### src/rtl/axi_slave_pkg.sv
// Shared AXI4-Lite response encoding, FSM state types and address-window helpers.
// Latency: n/a (types and pure functions only).
// Backpressure: n/a.
package axi_slave_pkg;

    typedef enum logic [1:0] {
        OKAY   = 2'b00,
        EXOKAY = 2'b01,
        SLVERR = 2'b10,
        DECERR = 2'b11
    } axi_response_t;

    typedef enum logic [1:0] {
        W_IDLE  = 2'd0,
        W_ISSUE = 2'd1,
        W_WAIT  = 2'd2,
        W_RESP  = 2'd3
    } w_state_t;

    typedef enum logic [1:0] {
        R_IDLE  = 2'd0,
        R_ISSUE = 2'd1,
        R_WAIT  = 2'd2,
        R_RESP  = 2'd3
    } r_state_t;

    // Offset wraps modulo 2^32, so an address below the base becomes a huge
    // offset and fails the single unsigned compare in window_hit().
    function automatic logic [31:0] window_offset(input logic [31:0] addr,
                                                  input logic [31:0] base);
        return addr - base;
    endfunction

    function automatic logic window_hit(input logic [31:0] offset,
                                        input logic [31:0] size);
        return offset < size;
    endfunction

endpackage

### src/rtl/axi_slave_if.sv
// AXI4-Lite bus bundle (AW, W, B, AR, R channels) between interconnect and slave.
// Latency: n/a (wires only).
// Backpressure: standard VALID/READY on every channel.
interface axi_slave_if;
    import axi_slave_pkg::*;

    logic [31:0]   AWADDR;
    logic          AWVALID;
    logic          AWREADY;
    logic [31:0]   WDATA;
    logic [3:0]    WSTRB;
    logic          WVALID;
    logic          WREADY;
    axi_response_t BRESP;
    logic          BVALID;
    logic          BREADY;
    logic [31:0]   ARADDR;
    logic          ARVALID;
    logic          ARREADY;
    logic [31:0]   RDATA;
    axi_response_t RRESP;
    logic          RVALID;
    logic          RREADY;

    modport slave (
        input  AWADDR, AWVALID, output AWREADY,
        input  WDATA, WSTRB, WVALID, output WREADY,
        output BRESP, BVALID, input BREADY,
        input  ARADDR, ARVALID, output ARREADY,
        output RDATA, RRESP, RVALID, input RREADY
    );

    modport master (
        output AWADDR, AWVALID, input AWREADY,
        output WDATA, WSTRB, WVALID, input WREADY,
        input  BRESP, BVALID, output BREADY,
        output ARADDR, ARVALID, input ARREADY,
        input  RDATA, RRESP, RVALID, output RREADY
    );

endinterface

### src/rtl/axi_slave_timeout_counter.sv
// Saturating wait-cycle counter; flags expiry on the TIMEOUT_CYCLES-th enabled cycle.
// Latency: o_expired is combinational from the count and i_en.
// Backpressure: none; TIMEOUT_CYCLES = 0 disables expiry entirely.
// Ports: clk_i/rst_i clock and async reset, i_clear zeroes the count,
//        i_en counts one wait cycle, o_expired marks the final allowed cycle.
module axi_timeout_counter #(
    parameter int unsigned TIMEOUT_CYCLES = 256
) (
    input  logic clk_i,
    input  logic rst_i,
    input  logic i_clear,
    input  logic i_en,
    output logic o_expired
);

    localparam int unsigned CW = (TIMEOUT_CYCLES < 1) ? 1 : $clog2(TIMEOUT_CYCLES + 1);
    localparam bit ENABLED = (TIMEOUT_CYCLES != 0);
    localparam logic [CW-1:0] LIMIT    = CW'(TIMEOUT_CYCLES);
    localparam logic [CW-1:0] LIMIT_M1 = ENABLED ? CW'(TIMEOUT_CYCLES - 1) : '0;

    logic [CW-1:0] r_count;

    always_ff @(posedge clk_i or posedge rst_i) begin
        if (rst_i) begin
            r_count <= '0;
        end else if (i_clear) begin
            r_count <= '0;
        end else if (i_en && (r_count != LIMIT)) begin
            r_count <= r_count + 1'b1;
        end
    end

    // The count holds the number of wait cycles already finished, so the
    // current cycle is the last allowed one when it equals LIMIT-1.
    assign o_expired = ENABLED && i_en && (r_count >= LIMIT_M1);

endmodule

### src/rtl/axi_slave.sv
// AXI4-Lite slave: converts each AW+W or AR transaction into a one-cycle back-end request.
// Latency: handshake -> request 1 cycle, back-end done -> B/R VALID 1 cycle; decode errors answer 1 cycle after handshake.
// Backpressure: one outstanding transaction per direction; READYs stay low until B/R handshake completes.
// Ports: clk_i/rst_i, s_axi (AXI4-Lite slave modport), write_* back-end write
//        payload/handshake, read_* back-end read request/return.
module axi_slave
    import axi_slave_pkg::*;
#(
    parameter logic [31:0] ADDR_BASE      = 32'h0000_0000,
    parameter logic [31:0] ADDR_SIZE      = 32'h0000_1000,
    parameter int unsigned TIMEOUT_CYCLES = 256
) (
    input  logic        clk_i,
    input  logic        rst_i,
    axi_slave_if.slave  s_axi,
    output logic [31:0] write_address_o,
    output logic [31:0] write_data_o,
    output logic [3:0]  write_strobe_o,
    output logic        write_request_o,
    input  logic        write_done_i,
    input  logic        write_error_i,
    output logic [31:0] read_address_o,
    output logic        read_request_o,
    input  logic [31:0] read_data_i,
    input  logic        read_done_i,
    input  logic        read_error_i
);

    // ---------------- write path ----------------
    w_state_t      r_wstate;
    logic          r_aw_got;
    logic          r_w_got;
    logic [31:0]   r_waddr;
    logic [31:0]   r_wdata;
    logic [3:0]    r_wstrb;
    logic          r_wreq;
    logic          r_bvalid;
    axi_response_t r_bresp;

    logic        w_aw_hs;
    logic        w_w_hs;
    logic        w_aw_have;
    logic        w_w_have;
    logic [31:0] w_aw_off;
    logic [31:0] w_wr_off;
    logic        w_wr_hit;
    logic        w_wr_expired;

    assign s_axi.AWREADY = !rst_i && (r_wstate == W_IDLE) && !r_aw_got;
    assign s_axi.WREADY  = !rst_i && (r_wstate == W_IDLE) && !r_w_got;

    assign w_aw_hs   = s_axi.AWVALID && s_axi.AWREADY;
    assign w_w_hs    = s_axi.WVALID && s_axi.WREADY;
    // Look at this cycle's handshakes too, so the request can go out on the
    // cycle right after the last of AW/W arrives.
    assign w_aw_have = r_aw_got || w_aw_hs;
    assign w_w_have  = r_w_got || w_w_hs;
    assign w_aw_off  = window_offset(s_axi.AWADDR, ADDR_BASE);
    assign w_wr_off  = w_aw_hs ? w_aw_off : r_waddr;
    assign w_wr_hit  = window_hit(w_wr_off, ADDR_SIZE);

    axi_timeout_counter #(.TIMEOUT_CYCLES(TIMEOUT_CYCLES)) u_wr_timeout (
        .clk_i     (clk_i),
        .rst_i     (rst_i),
        .i_clear   (r_wstate == W_ISSUE),
        .i_en      (r_wstate == W_WAIT),
        .o_expired (w_wr_expired)
    );

    always_ff @(posedge clk_i or posedge rst_i) begin
        if (rst_i) begin
            r_wstate <= W_IDLE;
            r_aw_got <= 1'b0;
            r_w_got  <= 1'b0;
            r_waddr  <= '0;
            r_wdata  <= '0;
            r_wstrb  <= '0;
            r_wreq   <= 1'b0;
            r_bvalid <= 1'b0;
            r_bresp  <= OKAY;
        end else begin
            case (r_wstate)
                W_IDLE: begin
                    if (w_aw_hs) begin
                        r_aw_got <= 1'b1;
                        r_waddr  <= w_aw_off;
                    end
                    if (w_w_hs) begin
                        r_w_got <= 1'b1;
                        r_wdata <= s_axi.WDATA;
                        r_wstrb <= s_axi.WSTRB;
                    end
                    if (w_aw_have && w_w_have) begin
                        if (w_wr_hit) begin
                            r_wstate <= W_ISSUE;
                            r_wreq   <= 1'b1;
                        end else begin
                            r_wstate <= W_RESP;
                            r_bvalid <= 1'b1;
                            r_bresp  <= DECERR;
                        end
                    end
                end
                W_ISSUE: begin
                    r_wreq   <= 1'b0;
                    r_wstate <= W_WAIT;
                end
                W_WAIT: begin
                    // done outranks a simultaneous timeout
                    if (write_done_i) begin
                        r_bresp  <= write_error_i ? SLVERR : OKAY;
                        r_bvalid <= 1'b1;
                        r_wstate <= W_RESP;
                    end else if (w_wr_expired) begin
                        r_bresp  <= SLVERR;
                        r_bvalid <= 1'b1;
                        r_wstate <= W_RESP;
                    end
                end
                W_RESP: begin
                    if (s_axi.BREADY) begin
                        r_bvalid <= 1'b0;
                        r_aw_got <= 1'b0;
                        r_w_got  <= 1'b0;
                        r_wstate <= W_IDLE;
                    end
                end
                default: r_wstate <= W_IDLE;
            endcase
        end
    end

    assign write_address_o = r_waddr;
    assign write_data_o    = r_wdata;
    assign write_strobe_o  = r_wstrb;
    assign write_request_o = r_wreq;
    assign s_axi.BVALID    = r_bvalid;
    assign s_axi.BRESP     = r_bresp;

    // ---------------- read path ----------------
    r_state_t      r_rstate;
    logic [31:0]   r_raddr;
    logic          r_rreq;
    logic          r_rvalid;
    logic [31:0]   r_rdata;
    axi_response_t r_rresp;

    logic        w_ar_hs;
    logic [31:0] w_ar_off;
    logic        w_rd_expired;

    assign s_axi.ARREADY = !rst_i && (r_rstate == R_IDLE);
    assign w_ar_hs       = s_axi.ARVALID && s_axi.ARREADY;
    assign w_ar_off      = window_offset(s_axi.ARADDR, ADDR_BASE);

    axi_timeout_counter #(.TIMEOUT_CYCLES(TIMEOUT_CYCLES)) u_rd_timeout (
        .clk_i     (clk_i),
        .rst_i     (rst_i),
        .i_clear   (r_rstate == R_ISSUE),
        .i_en      (r_rstate == R_WAIT),
        .o_expired (w_rd_expired)
    );

    always_ff @(posedge clk_i or posedge rst_i) begin
        if (rst_i) begin
            r_rstate <= R_IDLE;
            r_raddr  <= '0;
            r_rreq   <= 1'b0;
            r_rvalid <= 1'b0;
            r_rdata  <= '0;
            r_rresp  <= OKAY;
        end else begin
            case (r_rstate)
                R_IDLE: begin
                    if (w_ar_hs) begin
                        r_raddr <= w_ar_off;
                        if (window_hit(w_ar_off, ADDR_SIZE)) begin
                            r_rstate <= R_ISSUE;
                            r_rreq   <= 1'b1;
                        end else begin
                            r_rstate <= R_RESP;
                            r_rvalid <= 1'b1;
                            r_rresp  <= DECERR;
                            r_rdata  <= '0;
                        end
                    end
                end
                R_ISSUE: begin
                    r_rreq   <= 1'b0;
                    r_rstate <= R_WAIT;
                end
                R_WAIT: begin
                    if (read_done_i) begin
                        r_rdata  <= read_data_i;
                        r_rresp  <= read_error_i ? SLVERR : OKAY;
                        r_rvalid <= 1'b1;
                        r_rstate <= R_RESP;
                    end else if (w_rd_expired) begin
                        r_rdata  <= '0;
                        r_rresp  <= SLVERR;
                        r_rvalid <= 1'b1;
                        r_rstate <= R_RESP;
                    end
                end
                R_RESP: begin
                    if (s_axi.RREADY) begin
                        r_rvalid <= 1'b0;
                        r_rstate <= R_IDLE;
                    end
                end
                default: r_rstate <= R_IDLE;
            endcase
        end
    end

    assign read_address_o = r_raddr;
    assign read_request_o = r_rreq;
    assign s_axi.RVALID   = r_rvalid;
    assign s_axi.RDATA    = r_rdata;
    assign s_axi.RRESP    = r_rresp;

endmodule

### src/flat_wrapper.sv
// flat-port wrapper written by rule: the top's interface ports become plain ports
module axi_slave_flat import axi_slave_pkg::*;
#(
    parameter logic [31:0] ADDR_BASE      = 32'h0000_0000,
    parameter logic [31:0] ADDR_SIZE      = 32'h0000_1000,
    parameter int unsigned TIMEOUT_CYCLES = 256
)
  (clk_i, rst_i, write_address_o, write_data_o, write_strobe_o, write_request_o, write_done_i, write_error_i, read_address_o, read_request_o, read_data_i, read_done_i, read_error_i, s_axi_AWADDR, s_axi_AWVALID, s_axi_AWREADY, s_axi_WDATA, s_axi_WSTRB, s_axi_WVALID, s_axi_WREADY, s_axi_BRESP, s_axi_BVALID, s_axi_BREADY, s_axi_ARADDR, s_axi_ARVALID, s_axi_ARREADY, s_axi_RDATA, s_axi_RRESP, s_axi_RVALID, s_axi_RREADY);
  axi_slave_if s_axi_i ();
  input  logic clk_i;
  input  logic rst_i;
  output logic [31:0] write_address_o;
  output logic [31:0] write_data_o;
  output logic [3:0] write_strobe_o;
  output logic write_request_o;
  input  logic write_done_i;
  input  logic write_error_i;
  output logic [31:0] read_address_o;
  output logic read_request_o;
  input  logic [31:0] read_data_i;
  input  logic read_done_i;
  input  logic read_error_i;
  input wire logic [$bits(s_axi_i.AWADDR)-1:0] s_axi_AWADDR;
  input wire logic [$bits(s_axi_i.AWVALID)-1:0] s_axi_AWVALID;
  output wire logic [$bits(s_axi_i.AWREADY)-1:0] s_axi_AWREADY;
  input wire logic [$bits(s_axi_i.WDATA)-1:0] s_axi_WDATA;
  input wire logic [$bits(s_axi_i.WSTRB)-1:0] s_axi_WSTRB;
  input wire logic [$bits(s_axi_i.WVALID)-1:0] s_axi_WVALID;
  output wire logic [$bits(s_axi_i.WREADY)-1:0] s_axi_WREADY;
  output wire logic [$bits(s_axi_i.BRESP)-1:0] s_axi_BRESP;
  output wire logic [$bits(s_axi_i.BVALID)-1:0] s_axi_BVALID;
  input wire logic [$bits(s_axi_i.BREADY)-1:0] s_axi_BREADY;
  input wire logic [$bits(s_axi_i.ARADDR)-1:0] s_axi_ARADDR;
  input wire logic [$bits(s_axi_i.ARVALID)-1:0] s_axi_ARVALID;
  output wire logic [$bits(s_axi_i.ARREADY)-1:0] s_axi_ARREADY;
  output wire logic [$bits(s_axi_i.RDATA)-1:0] s_axi_RDATA;
  output wire logic [$bits(s_axi_i.RRESP)-1:0] s_axi_RRESP;
  output wire logic [$bits(s_axi_i.RVALID)-1:0] s_axi_RVALID;
  input wire logic [$bits(s_axi_i.RREADY)-1:0] s_axi_RREADY;
  assign s_axi_i.AWADDR = s_axi_AWADDR;
  assign s_axi_i.AWVALID = s_axi_AWVALID;
  assign s_axi_AWREADY = s_axi_i.AWREADY;
  assign s_axi_i.WDATA = s_axi_WDATA;
  assign s_axi_i.WSTRB = s_axi_WSTRB;
  assign s_axi_i.WVALID = s_axi_WVALID;
  assign s_axi_WREADY = s_axi_i.WREADY;
  assign s_axi_BRESP = s_axi_i.BRESP;
  assign s_axi_BVALID = s_axi_i.BVALID;
  assign s_axi_i.BREADY = s_axi_BREADY;
  assign s_axi_i.ARADDR = s_axi_ARADDR;
  assign s_axi_i.ARVALID = s_axi_ARVALID;
  assign s_axi_ARREADY = s_axi_i.ARREADY;
  assign s_axi_RDATA = s_axi_i.RDATA;
  assign s_axi_RRESP = s_axi_i.RRESP;
  assign s_axi_RVALID = s_axi_i.RVALID;
  assign s_axi_i.RREADY = s_axi_RREADY;
  axi_slave #(.ADDR_BASE(ADDR_BASE), .ADDR_SIZE(ADDR_SIZE), .TIMEOUT_CYCLES(TIMEOUT_CYCLES)) u_core (.clk_i(clk_i), .rst_i(rst_i), .s_axi(s_axi_i), .write_address_o(write_address_o), .write_data_o(write_data_o), .write_strobe_o(write_strobe_o), .write_request_o(write_request_o), .write_done_i(write_done_i), .write_error_i(write_error_i), .read_address_o(read_address_o), .read_request_o(read_request_o), .read_data_i(read_data_i), .read_done_i(read_done_i), .read_error_i(read_error_i));
endmodule
### config.mk
export PLATFORM = sky130hd
export DESIGN_NAME = axi_slave_flat
export DESIGN_NICKNAME = d
export VERILOG_FILES = /design/src/rtl/axi_slave_pkg.sv /design/src/rtl/axi_slave_if.sv /design/src/rtl/axi_slave_timeout_counter.sv /design/src/rtl/axi_slave.sv /design/src/flat_wrapper.sv
export SDC_FILE = /design/constraint.sdc
export NUM_CORES = 1
export LEC_CHECK = 0
export CAP_MARGIN = 20
export CORE_AREA = 2 2 117 119
export CTS_BUF_LIST = sky130_fd_sc_hd__clkbuf_16
export CTS_CLUSTER_DIAMETER = 30
export CTS_CLUSTER_SIZE = 16
export DETAILED_ROUTE_END_ITERATION = 6
export DIE_AREA = 0 0 119 121
export DONT_BUFFER_PORTS = 1
export PLACE_DENSITY_LB_ADDON = 0.08
export REMOVE_ABC_BUFFERS = 1
export SYNTH_ARGS = -nofsm -noshare
export SYNTH_HDL_FRONTEND = slang
export SYNTH_SLANG_ARGS = --single-unit
### constraint.sdc
create_clock -name clk_i -period 10.1 [get_ports clk_i]
set_input_delay 0.505 -clock clk_i [delete_from_list [all_inputs] [get_ports clk_i]]
set_output_delay 0.505 -clock clk_i [all_outputs]
set_load 0.005 [all_outputs]
# --- After elaboration in Yosys (flattened, before gate mapping) ---
# Index checks and enable logic that the tools add are counted.
classes:
  add_sub_neg: 2
  magnitude_cmp: 4
  eq_ne: 20
  muxes: 56
  n_reduce_logical: 40
op_table:
  columns: ["cell", "count"]
  rows:
  - ["32-bit two-way mux", 5]
  - ["32-bit by 13-bit less-than comparator with 1-bit output (second input constant)", 2]
  - ["32-bit case mux with 2 select lines", 1]
  - ["2-bit two-way mux", 20]
  - ["9-bit two-way mux", 4]
  - ["9-bit by 1-bit adder with 9-bit output (second input constant)", 2]
  - ["9-bit by 8-bit greater-or-equal comparator with 1-bit output (second input constant)", 2]
  - ["9-bit != test (second input constant)", 2]
  - ["3-bit AND reduction", 6]
  - ["1-bit two-way mux", 16]
  - ["2-bit case mux with 4 select lines", 2]
  - ["2-bit nonzero test", 7]
  - ["1-bit logical AND", 12]
  - ["2-bit != test (second input constant)", 6]
  - ["5-bit AND reduction", 2]
  - ["2-bit == test (second input constant)", 4]
  - ["2-bit by 1-bit != test with 1-bit output (second input constant)", 4]
  - ["1-bit case mux with 2 select lines", 4]
  - ["2-bit case mux with 2 select lines", 2]
  - ["4-bit AND reduction", 2]
  - ["3-bit by 2-bit != test with 1-bit output (second input constant)", 2]
  - ["1-bit case mux with 3 select lines", 2]
  - ["3-bit nonzero test", 2]
  - ["2-bit by 1-bit == test with 1-bit output (second input constant)", 2]
  - ["other kinds (4)", 9]
totals:
  reg_bits: 164
  in_bits: 143
  elab_cells: 139

# --- Depth between registers and ports, before layout ---
# Gate-level depths: netlist (run 1).
logic_depth:
  ltp_word: 9
  ltp_mapped: 9
  mapped_depth_nobuf: 9

# --- By module ---
# Synthesis (run 1) repeated with hierarchy kept, for this count alone.
hier_totals:
  cells_unflattened: 586
  hier_area_um2: 7126.8
by_module_without_submodules:
  columns: ["mod", "n_inst", "cells_each", "area_per_inst_um2", "seq_area_each_um2"]
  rows:
  - ["axi_slave", 1, 474, 6068.3, 3653.5]
  - ["axi_timeout_counter", 2, 56, 529.3, 225.2]

# --- Least setup slack after synthesis (run 1) ---
# No wires, ideal clock.
synth_timing:
  kind: "flip-flop to flip-flop"
  from: "reg u_core.u_rd_timeout.r_count[0]"
  to: "reg u_core.r_rstate[1]"
  t_arrival_ps: 1932
  slack_ps: 8090
  path_stages_with_launch: 10
  path_buffers: 0
  synth_period_minus_slack_ps: 2010
  cell_sequence: "dfrtp_1 -> ha_1 -> nand2_1 -> nor2_1 -> ha_1 -> nor2_1 -> nand3_1 -> o22ai_1 -> mux2_2 -> a21oi_1"
synth_via:
  elab_chain_cells: 4
synth_rtl:
  columns: ["element", "line", "source"]
  rows:
  - ["start, declared", "axi_slave_timeout_counter.sv:21", "logic [CW-1:0] r_count;"]
  - ["start signal, assigned", "axi_slave_timeout_counter.sv:29", "r_count <= r_count + 1'b1;"]
  - ["9-bit by 8-bit greater-or-equal comparator with 1-bit output", "axi_slave_timeout_counter.sv:35", "assign o_expired = ENABLED && i_en && (r_count >= LIMIT_M1);"]
  - ["1-bit logical AND", "axi_slave_timeout_counter.sv:35", null]
  - ["3-bit by 2-bit != test with 1-bit output (no line)", null, null]
  - ["3-bit AND reduction (no line)", null, null]
  - ["end signal, assigned", "axi_slave.sv:166", "r_rstate <= R_IDLE;"]
  - ["end signal, assigned", "axi_slave.sv:178", "r_rstate <= R_ISSUE;"]
  - ["end signal, assigned", "axi_slave.sv:181", "r_rstate <= R_RESP;"]
  - ["end, declared", "axi_slave.sv:141", "r_state_t r_rstate;"]
# No other way between the ends.
# A chain may end at the register's enable or synchronous reset.

# --- Worst setup path in the final report (run 1) ---
layout_timing:
  from: "reg u_core.r_rstate[1]"
  to: "reg u_core.r_rresp[1] (netlist: u_core.s_axi.RRESP[1])"
layout_via:
  elab_chain_cells: 5
layout_rtl:
  columns: ["element", "line", "source"]
  rows:
  - ["2-bit logical NOT", "axi_slave.sv:152", "assign s_axi.ARREADY = !rst_i && (r_rstate == R_IDLE);"]
  - ["1-bit logical AND", "axi_slave.sv:152", null]
  - ["net s_axi_ARREADY", "flat_wrapper.sv:35", "output wire logic [$bits(s_axi_i.ARREADY)-1:0] s_axi_ARREADY;"]
  - ["1-bit logical AND", "axi_slave.sv:153", "assign w_ar_hs = s_axi.ARVALID && s_axi.ARREADY;"]
  - ["2-bit by 1-bit != test with 1-bit output (no line)", null, null]
  - ["4-bit AND reduction (no line)", null, null]
  - ["end signal, assigned", "axi_slave.sv:195", "r_rresp <= read_error_i ? SLVERR : OKAY;"]
  - ["end, declared", "axi_slave.sv:146", "axi_response_t r_rresp;"]
# The timed path passes the listed nets, and every way through them passes these cells.

==> results of run 1 <==
## layer usage
metal	global-route usage [%]	wire length, microns	vias up
met1	27.2	6230	2245
li1	-	-	2044
met4	9.75	421	0
met2	36.6	8160	206
met5	0	0	-
met3	9.16	1500	28
## final timing paths
check	startpoint	endpoint	slack (ns)	cells past startpoint
setup / recovery	u_core.r_rstate[1]	u_core.s_axi.RRESP[1]	7.11	8
hold / removal	rst_i	u_core.r_wstate[0]	0.11	1
setup reg to reg	u_core.r_rstate[1]	u_core.s_axi.RRESP[1]	7.11	8
hold reg to reg	u_core.read_address_o[0]	u_core.read_address_o[0]	0.50	2
max in group asynchronous	rst_i	u_core.read_address_o[22]	8.57	2
min in group clk_i	s_axi_ARADDR[16]	u_core.read_address_o[16]	0.19	2
## registers in the layout, summed over array words and instances, names as in the netlist, 2 cells and up
| register | cells |
|---|---|
| u_core.r_rstate | 2 |
| u_core.u_wr_timeout.r_count | 9 |
| u_core.s_axi.RRESP | 2 |
| u_core.r_wstate | 2 |
| u_core.read_address_o | 32 |
| u_core.u_rd_timeout.r_count | 9 |
| u_core.write_data_o | 32 |
| u_core.write_strobe_o | 4 |
| u_core.s_axi.BRESP | 2 |
| u_core.write_address_o | 32 |
| u_core.s_axi.RDATA | 32 |
## metrics by stage
step / instance area, sq um / instances / setup WS [ns] / hold WS [ns]
after CTS: 7690 / 770 / 6.62 / 0.132
after detailed placement: 7140 / 738 / 6.63 / 0.495
after global routing: 7750 / 772 / 6.90 / 0.177
final: 7750 / 772 / 7.11 / 0.112
after floorplan: 6880 / 560 / 4.50 / 0.470
after global placement: 7140 / 738 / 6.82 / 0.490
## area by class of cell
type | count | share of cell area (%)
well taps | 176 | 2.84
flip-flops and latches | 164 | 53.0
clock buffers | 17 | 5.49
clock inverters | 15 | 1.71
inverters | 20 | 1.03
repair buffers | 4 | 0.872
multi-input cells | 376 | 35.1
## cells by family after synthesis
| group | after synthesis | synth area share, % |
|---|---|---|
| AOI/OAI and AO/OA | 75 | 9.22 |
| xor gates and xnor gates | 13 | 1.61 |
| adders and majority gates | 15 | 2.66 |
| buffers and inverters | 48 | 3.56 |
| DFF | 164 | 58.2 |
| muxes | 71 | 11.3 |
| and+or+nand+nor | 202 | 13.4 |
## power breakdown
group / switching [mW] / internal (mW)
clock: 0.267 / 0.341
combinational: 0.307 / 0.317
sequential: 0.293 / 0.963
total: 0.867 / 1.62
## placed cells by master, fill, tap and decap left out, types with 5 or more instances in the layout
cell,Yosys,routed
dfrtp_1,164,164
nand2_1,115,115
mux2_2,70,70
a22o_1,32,32
nor2_1,25,25
inv_1,20,21
clkbuf_16,0,18
nand3_1,15,15
ha_1,15,15
nor4_1,13,13
a21oi_1,11,11
xnor2_1,7,7
xor2_1,6,6
nand4_1,5,5
o21ai_0,5,5
inv_6,0,5
==> flow_summary.yaml, run 1 <==
global_routing:
  grt_max_degree: 91
  grt_antenna_before_repair: 0
  track_usage_pct: 22.8
  grt-ovfl-total: 0
  grt_pass1_vias: 4570
  grt_pass1_wl_mm: 25.3
timing:
  max_slew_margin_pct: 38.9
  rsz0062_at_grt: "no"
  setup_viol: 0
  fin_tns_setup_ns: 0
  fin_worst_skew_ns: 0.0107
  hold_viol: 0
  post-route-period-util_pct: 29.6
  finalCriticalPeriod_ns: 2.99
  maxSlewViolCount: 0
  fmax_mhz: 334
  tightestPinTransition_ns: 0.917
yosys:
  synth_edf_count: 0
  synth-seq-cells: 164
  syn_avg_cell_area_sq_um: 12.0
  synth_area_sq_um: 7060
  synth_commonest_cells: "164 x dfrtp_1, 115 x nand2_1, 70 x mux2_2, 32 x a22o_1, 25 x nor2_1"
  ys_seq_area_share_pct: 58.2
  synth_cell_types: 59
  ys.flop_type: "dfrtp_1"
  yosys_warnings: 0
  synth_top_area_share_pct: 58.2
  synthTopCellsByArea: "dfrtp_1 58%, mux2_2 11%, nand2_1 6.1%, a22o_1 4.0%, ha_1 2.7%"
  synth_area_leader_cell: "dfrtp_1"
  synth_most_common_cell: "dfrtp_1"
  netlist_instances: 588
  async_flop_share_pct: 100
final_layout:
  drive_above_1_share_pct: 20.5
  nets: 741
  area_growth_pct: 9.79
  fill_cells: 1072
  final_util_pct: 59.2
  layout.area.seq_sq_um: 4100
  multiInputGateArea_sq_um: 2720
  diodes: 0
job:
  maxCapViolCount: 0
clocking:
  clock_latency_ns: 0.42
  clkSinkCount: 164
  cts_tree: "done"
  cts-resized-gates: 0
  cts_buffers: 17
  cts_setup_buffers: 0
  cts_hold_buf: 0
  ctsRootBufferMaster: "clkbuf_16"
  h-tree-depth: 4
  clk_pin_slew_ns: 0.06
  cts_max_path_buffers: 2
drt:
  vias_per_cell: 5.86
  drcViolationCount: 0
  post_drt_wl_per_cell_microns: 21.1
  drt-total-wl_mm: 16.3
  dr.pass1.iters: 6
  ant_nets: 0
  via_count: 4523
  first_iter_violations: 285
placement:
  dp_hpwl_mm: 11.8
  port_buffers: 0
  routabilityCongestion: 0.813
worst_setup_path:
  required_ns: 10.34
  startpoint_type: "register"
  cp.arrival_ns: 3.24
  crit_family: "compound AO/OA/AOI/OAI gates"
  slowest_delay_ns: 0.73
  setup.worst_path.class: "register to register"
  crit_buf_inv: 2
  crit_path_top_delay_cell: "a21oi_4"
  crit_fanout: 33
  cp_cell_sequence: "inv_1 -> ha_1 -> and2b_1 -> nand2_1 -> buf_16 -> a21o_4 -> a21oi_4 -> a22oi_1"
  worstSetupEndpointType: "register"
status:
  outcome: "finished clean"
floorplanning:
  die-area_sq_um: 14400
  start_util_pct: 53.9
  std_cell_rows: 42
  die_x_microns: 119
  dieHeight_microns: 121
  io_pins: 286
  core_sq_um: 13100
worst_hold_path:
  hold_path.class: "primary input to async pin"
power_and_ir_drop:
  p_per_area_nw_per_um2: 321
  power_mw: 2.49
  p_leak_nw: 3.52
  ir_drop_v: 0.000152
Note: power is estimated with default switching activity, not from simulation.
==> inputs of run 2 (changes only) <==
==> constraint.sdc (replaced) <==
create_clock -name clk_i -period 2.8 [get_ports clk_i]
set_input_delay 0.14 -clock clk_i [delete_from_list [all_inputs] [get_ports clk_i]]
set_output_delay 0.14 -clock clk_i [all_outputs]
set_load 0.005 [all_outputs]
==> run 2 against run 1 <==
  * Register-to-register slack lost 6.6 ns
  * Core utilization rose by 11 points
  * Sequential cell count unchanged
  * Die area stayed put
  * Setup slack worse by 6.6 ns
  * Global-route usage increased by 3.8 points
  * Worst hold slack got worse by 0.052 ns
  * Sequential share of layout area fell by 8.5 points
  * Combinational power increased to 4.1 times the previous value
  * Final area increased by 19%
  * Critical path type unchanged
==> flow_summary.yaml, run 2 (synthesized netlist as in run 1, its figures left out) <==
job:
  maxCapViolCount: 0
power_and_ir_drop:
  seqPwrFrac_pct: 47.7
  p_leak_nw: 4.15
  clock_power_share_pct: 25.8
  p_per_area_nw_per_um2: 1040
  power_mw: 9.63
  pwr-share-comb_pct: 26.5
  netSwitchingPower_mw: 3.34
  ir_drop_v: 0.000695
  power.internal_mw: 6.29
  swShare_pct: 34.7
timing:
  rsz0062_at_grt: "no"
  maxSlewViolCount: 0
  post-route-period-util_pct: 82.7
  hold_viol: 0
  tightestPinTransition_ns: 0.667
  setup_viol: 0
  fmax_mhz: 432
  max_slew_margin_pct: 55.5
  setup_ws_ns: 0.483
  finalCriticalPeriod_ns: 2.32
  fin_worst_skew_ns: 0.00893
clocking:
  cts_hold_buf: 135
  h-tree-depth: 4
  clk_pin_slew_ns: 0.07
  cts_tree: "done"
  clock_latency_ns: 0.42
  cts_setup_buffers: 0
  cts_max_path_buffers: 2
  clkSinkCount: 164
  cts-resized-gates: 0
  ctsRootBufferMaster: "clkbuf_16"
  cts_buffers: 17
worst_setup_path:
  required_ns: 3.10
  cp_cell_sequence: "inv_1 -> ha_1 -> nor4bb_4 -> buf_4 -> mux2_2"
  r2r_slack_ns: 0.48
  crit_start: "u_core.r_wstate[1]"
  cp.depth: 5
  slowest_delay_ns: 0.45
  reg2reg_to: "u_core.write_address_o[1]"
  worstSetupEndpointType: "register"
  critPathCapture: "u_core.write_address_o[1]"
  crit_path_top_delay_cell: "buf_4"
  crit_fanout: 33
  rr_worst_depth: 5
  startpoint_type: "register"
  setup.worst_path.class: "register to register"
  crit_family: "buffers and inverters"
  timing.rr.start: "u_core.r_wstate[1]"
  cp.arrival_ns: 2.62
  crit_buf_inv: 2
drt:
  ant_nets: 0
  drcViolationCount: 0
  drt-total-wl_mm: 18.9
  post_drt_wl_per_cell_microns: 20.6
  first_iter_violations: 267
  vias_per_cell: 5.71
  via_count: 5230
  dr.pass1.iters: 4
final_layout:
  fill_cells: 857
  final_common_cell: "dfrtp_1"
  nets: 885
  diodes: 0
  stdcell_count: 916
  area_growth_pct: 30.9
  drive_above_1_share_pct: 17.7
  layout_common_cells: "164 x dfrtp_1, 135 x dlygate4sd3_1, 115 x nand2_1"
placement:
  post-place-cells: 749
  dp_hpwl_mm: 12.4
  dp_slack_ns: 0.500
  routabilityCongestion: 0.793
  port_buffers: 0
floorplanning:
  die-area_sq_um: 14400
  core_sq_um: 13100
  std_cell_rows: 42
  io_pins: 286
  die_x_microns: 119
  start_util_pct: 53.9
  dieHeight_microns: 121
global_routing:
  grt_max_degree: 71
  grt_antenna_before_repair: 0
  track_usage_pct: 26.6
  grt_pass1_wl_mm: 29.5
  grt-ovfl-total: 0
  grt_pass1_vias: 5532
status:
  outcome: "finished clean"
worst_hold_path:
  hold_path.class: "primary input to register"
[run 2: worst reg2reg max path, stage by stage (launching register included)]
cell and delay (ns):
dfrtp_1 0.41, inv_1 0.13, ha_1 0.41, nor4bb_4 0.38, buf_4 0.45, mux2_2 0.42
[run 2: worst min path at each step]
stage	from	to	slack [ns]	depth (start not counted)
CTS	write_error_i	u_core.s_axi.BRESP[1]	0.04	2
floorplan	s_axi_ARADDR[0]	u_core.read_address_o[0]	0.25	2
detailed placement	rst_i	u_core.u_wr_timeout.r_count[4]	0.15	1
finish	write_error_i	u_core.s_axi.BRESP[1]	0.06	2
global placement	rst_i	u_core.u_wr_timeout.r_count[4]	0.14	1
global route	write_error_i	u_core.s_axi.BRESP[1]	0.05	2
[run 2: per-stage QoR]
stage               utilization [%]  cell area, sq um  hold slack, ns  setup TNS, ns
finish                         70.6              9240          0.0600              0
floorplan                         -              6880           0.245        -376.70
CTS                            70.6              9240          0.0426              0
global placement               55.5              7260           0.141              0
global route                   70.6              9240          0.0500              0
detailed placement             55.5              7260           0.147              0
[run 2: cell type report]
class	instances	area, sq um	area share [%]
Clock buffer	17	425	4.61
Clock inverter	15	203	2.19
Inverter	20	80.1	0.867
Multi-Input combinational cell	376	2720	29.4
Sequential cell	164	4100	44.4
Tap cell	176	220	2.38
Timing Repair Buffer	148	1490	16.1
[run 2: power by group through the flow]
stage                     registers [mW]  logic [mW]  clock network (mW)
after CTS                           4.56        2.53                2.52
after global routing                4.70        2.84                2.64
after floorplan                     4.19        1.87                   0
final                               4.59        2.55                2.49
after detailed placement            4.57        2.36                   0
after global placement              4.56        2.23                   0
[run 2: per-layer routing]
layer	wire, microns	global-route usage [%]
met4	571	10.3
met3	1350	8.98
met5	0	0
met2	9740	46.4
met1	7210	30.2
==> inputs of run 3 (changes only) <==
--- a/config.mk
+++ b/config.mk
@@ -5,13 +5,14 @@
 export SDC_FILE = /design/constraint.sdc
 export NUM_CORES = 1
 export LEC_CHECK = 0
+export ABC_AREA = 1
 export CAP_MARGIN = 20
-export CORE_AREA = 2 2 117 119
+export CORE_AREA = 2 2 118 120
 export CTS_BUF_LIST = sky130_fd_sc_hd__clkbuf_16
 export CTS_CLUSTER_DIAMETER = 30
 export CTS_CLUSTER_SIZE = 16
 export DETAILED_ROUTE_END_ITERATION = 6
-export DIE_AREA = 0 0 119 121
+export DIE_AREA = 0 0 120 122
 export DONT_BUFFER_PORTS = 1
 export PLACE_DENSITY_LB_ADDON = 0.08
 export REMOVE_ABC_BUFFERS = 1
==> constraint.sdc (replaced) <==
create_clock -name clk_i -period 2.39 [get_ports clk_i]
set_input_delay 0.1195 -clock clk_i [delete_from_list [all_inputs] [get_ports clk_i]]
set_output_delay 0.1195 -clock clk_i [all_outputs]
set_load 0.005 [all_outputs]
==> run 3 against run 2 <==
  * Total power rose by 14%
  * Via count rose by 20%
  * Clock power rose by 8.8%
  * Maximum frequency rose by 6.8%
  * Core utilization fell by 0.72 points
  * Final area rose by 2.2%
  * Area after synthesis rose by 2.3%
  * Register-to-register slack got worse by 0.26 ns
  * Synthesized cell count rose by 43%
==> flow_summary.yaml, run 3 <==
status:
  outcome: "finished clean"
clocking:
  clkSinkCount: 164
  cts_buffers: 17
  ctsRootBufferMaster: "clkbuf_16"
  cts_tree: "done"
  h-tree-depth: 4
  clock_latency_ns: 0.42
  cts_max_path_buffers: 2
  clk_pin_slew_ns: 0.06
floorplanning:
  start_util_pct: 53.4
  io_pins: 286
  std_cell_rows: 43
  die_x_microns: 120
  dieHeight_microns: 122
  die-area_sq_um: 14600
  core_sq_um: 13500
worst_hold_path:
  hold_path.class: "primary input to register"
  hold_depth: 3
timing:
  tightestPinTransition_ns: 0.873
  fin_tns_setup_ns: 0
  timing.hold.ws_ns: 0.0257
  maxSlewViolCount: 0
  fmax_mhz: 461
  setup_ws_ns: 0.222
  setup_viol: 0
  hold_viol: 0
  finalCriticalPeriod_ns: 2.17
  max_slew_margin_pct: 41.8
  fin_worst_skew_ns: 0.00969
  post-route-period-util_pct: 90.7
yosys:
  synth_commonest_cells: "314 x nand2_1, 164 x dfrtp_1, 105 x inv_1, 65 x o21ai_0, 30 x nor2_1"
  netlist_instances: 839
  synth_most_common_cell: "nand2_1"
  ys.flop_type: "dfrtp_1"
  synthTopCellsByArea: "dfrtp_1 57%, nand2_1 16%, inv_1 5.5%, o21ai_0 4.5%, ha_1 2.6%"
  synth_edf_count: 0
  synth-seq-cells: 164
  syn_avg_cell_area_sq_um: 8.60
  synth_top_area_share_pct: 56.9
  synth_cell_types: 31
  synth_area_sq_um: 7210
  yosys_warnings: 0
  async_flop_share_pct: 100
  synth_area_leader_cell: "dfrtp_1"
  ys_seq_area_share_pct: 56.9
drt:
  ant_nets: 0
  first_iter_violations: 450
  drt-total-wl_mm: 20.0
  drcViolationCount: 0
  post_drt_wl_per_cell_microns: 17.1
  vias_per_cell: 5.33
  dr.pass1.iters: 5
  via_count: 6265
final_layout:
  layout_common_cells: "314 x nand2_1, 164 x dfrtp_1, 138 x dlygate4sd3_1"
  final_common_cell: "nand2_1"
  area_growth_pct: 30.8
  stdcell_count: 1175
  nets: 1141
  final_util_pct: 69.9
  finalInstanceArea_sq_um: 9430
  drive_above_1_share_pct: 7.84
  diodes: 0
placement:
  dp_slack_ns: 0.0819
  dp_hpwl_mm: 12.5
  post-place-cells: 1004
  routabilityCongestion: 0.883
  place_area_sq_um: 7430
  port_buffers: 0
worst_setup_path:
  cp.depth: 14
  startpoint_type: "register"
  crit_family: "simple AND/OR/NAND/NOR gates"
  crit_fanout: 9
  crit_buf_inv: 2
  rr_worst_depth: 14
  worstSetupEndpointType: "register"
  setup.worst_path.class: "register to register"
  required_ns: 2.74
  crit_path_top_delay_cell: "dfrtp_1"
  slowest_delay_ns: 0.41
  crit_top_cell: "nand2_1"
  cp.arrival_ns: 2.52
  cp_cell_sequence: "inv_1 -> ha_4 -> inv_4 -> nor3_4 -> nand3_1 -> nand2_1 -> nand2_1 -> nor2_1 -> nand2_1 -> nor2_2 -> nand2_2 -> nand2_2 -> nand2_1 -> o21ai_1"
power_and_ir_drop:
  ir_drop_v: 0.000619
  power_mw: 10.9
  p_leak_nw: 4.71
  p_per_area_nw_per_um2: 1160
global_routing:
  track_usage_pct: 26.8
  grt_antenna_before_repair: 0
  grt_max_degree: 165
  grt_pass1_vias: 6164
  grt_pass1_wl_mm: 30.5
  grt-ovfl-total: 0
job:
  maxCapViolCount: 0
## run 3: kinds of logic after synthesis
| kind of cell | synth area share (%) |
|---|---|
| multiplexers | 1.87 |
| AND/OR/NAND/NOR | 23.3 |
| flip-flops | 56.9 |
| AO/OA/AOI/OAI | 7.58 |
| adder cells (fa/ha/maj) | 2.60 |
| buffers and inverters | 7.72 |
## run 3: layout make-up
cell class                      instances  area (sq um)
Clock buffer                           17           425
Clock inverter                         14           161
Fill cell                             983          4070
Inverter                              110           420
Multi-Input combinational cell        537          2580
Sequential cell                       164          4100
Tap cell                              180           225
Timing Repair Buffer                  153          1520
## run 3: layer usage
| metal | vias to the layer above | part of all wire (%) | track usage (%) |
|---|---|---|---|
| li1 | 2921 | - | - |
| met1 | 2976 | 39 | 30.8 |
| met2 | 303 | 49 | 45.1 |
| met3 | 65 | 8.8 | 8.80 |
| met4 | 0 | 3.5 | 13.2 |
| met5 | - | 0 | 0 |
## run 3: timing repair
item | CTS | global route
buffers inserted | 0 | 1
hold buffers | 138 | 0
endpoints found under the hold margin | 298 | 0
endpoints found under the setup margin | 0 | 5
gates resized for setup | 0 | 3
## run 3: path summary, 6_finish.rpt
kind | from | to | slack [ns]
setup / recovery | u_core.r_wstate[1] | u_core.s_axi.BRESP[1] | 0.22
hold / removal | s_axi_AWVALID | u_core.write_address_o[19] | 0.03
setup reg to reg | u_core.r_wstate[1] | u_core.s_axi.BRESP[1] | 0.22
hold reg to reg | u_core.write_data_o[1] | u_core.write_data_o[1] | 0.51
max in group asynchronous | rst_i | u_core.u_wr_timeout.r_count[1] | 1.13
min in group asynchronous | rst_i | u_core.r_aw_got | 0.60
## run 3: worst min-delay path, stage by stage
cell,delay [ns]
nand4_4,0.17
o21ai_2,0.07
inv_1,0.04
## run 3: report_power, final
| group | switching, mW | internal, mW |
|---|---|---|
| combinational | 1.95 | 1.23 |
| sequential | 1.10 | 3.95 |
| clock | 1.08 | 1.63 |
| total | 4.13 | 6.81 |
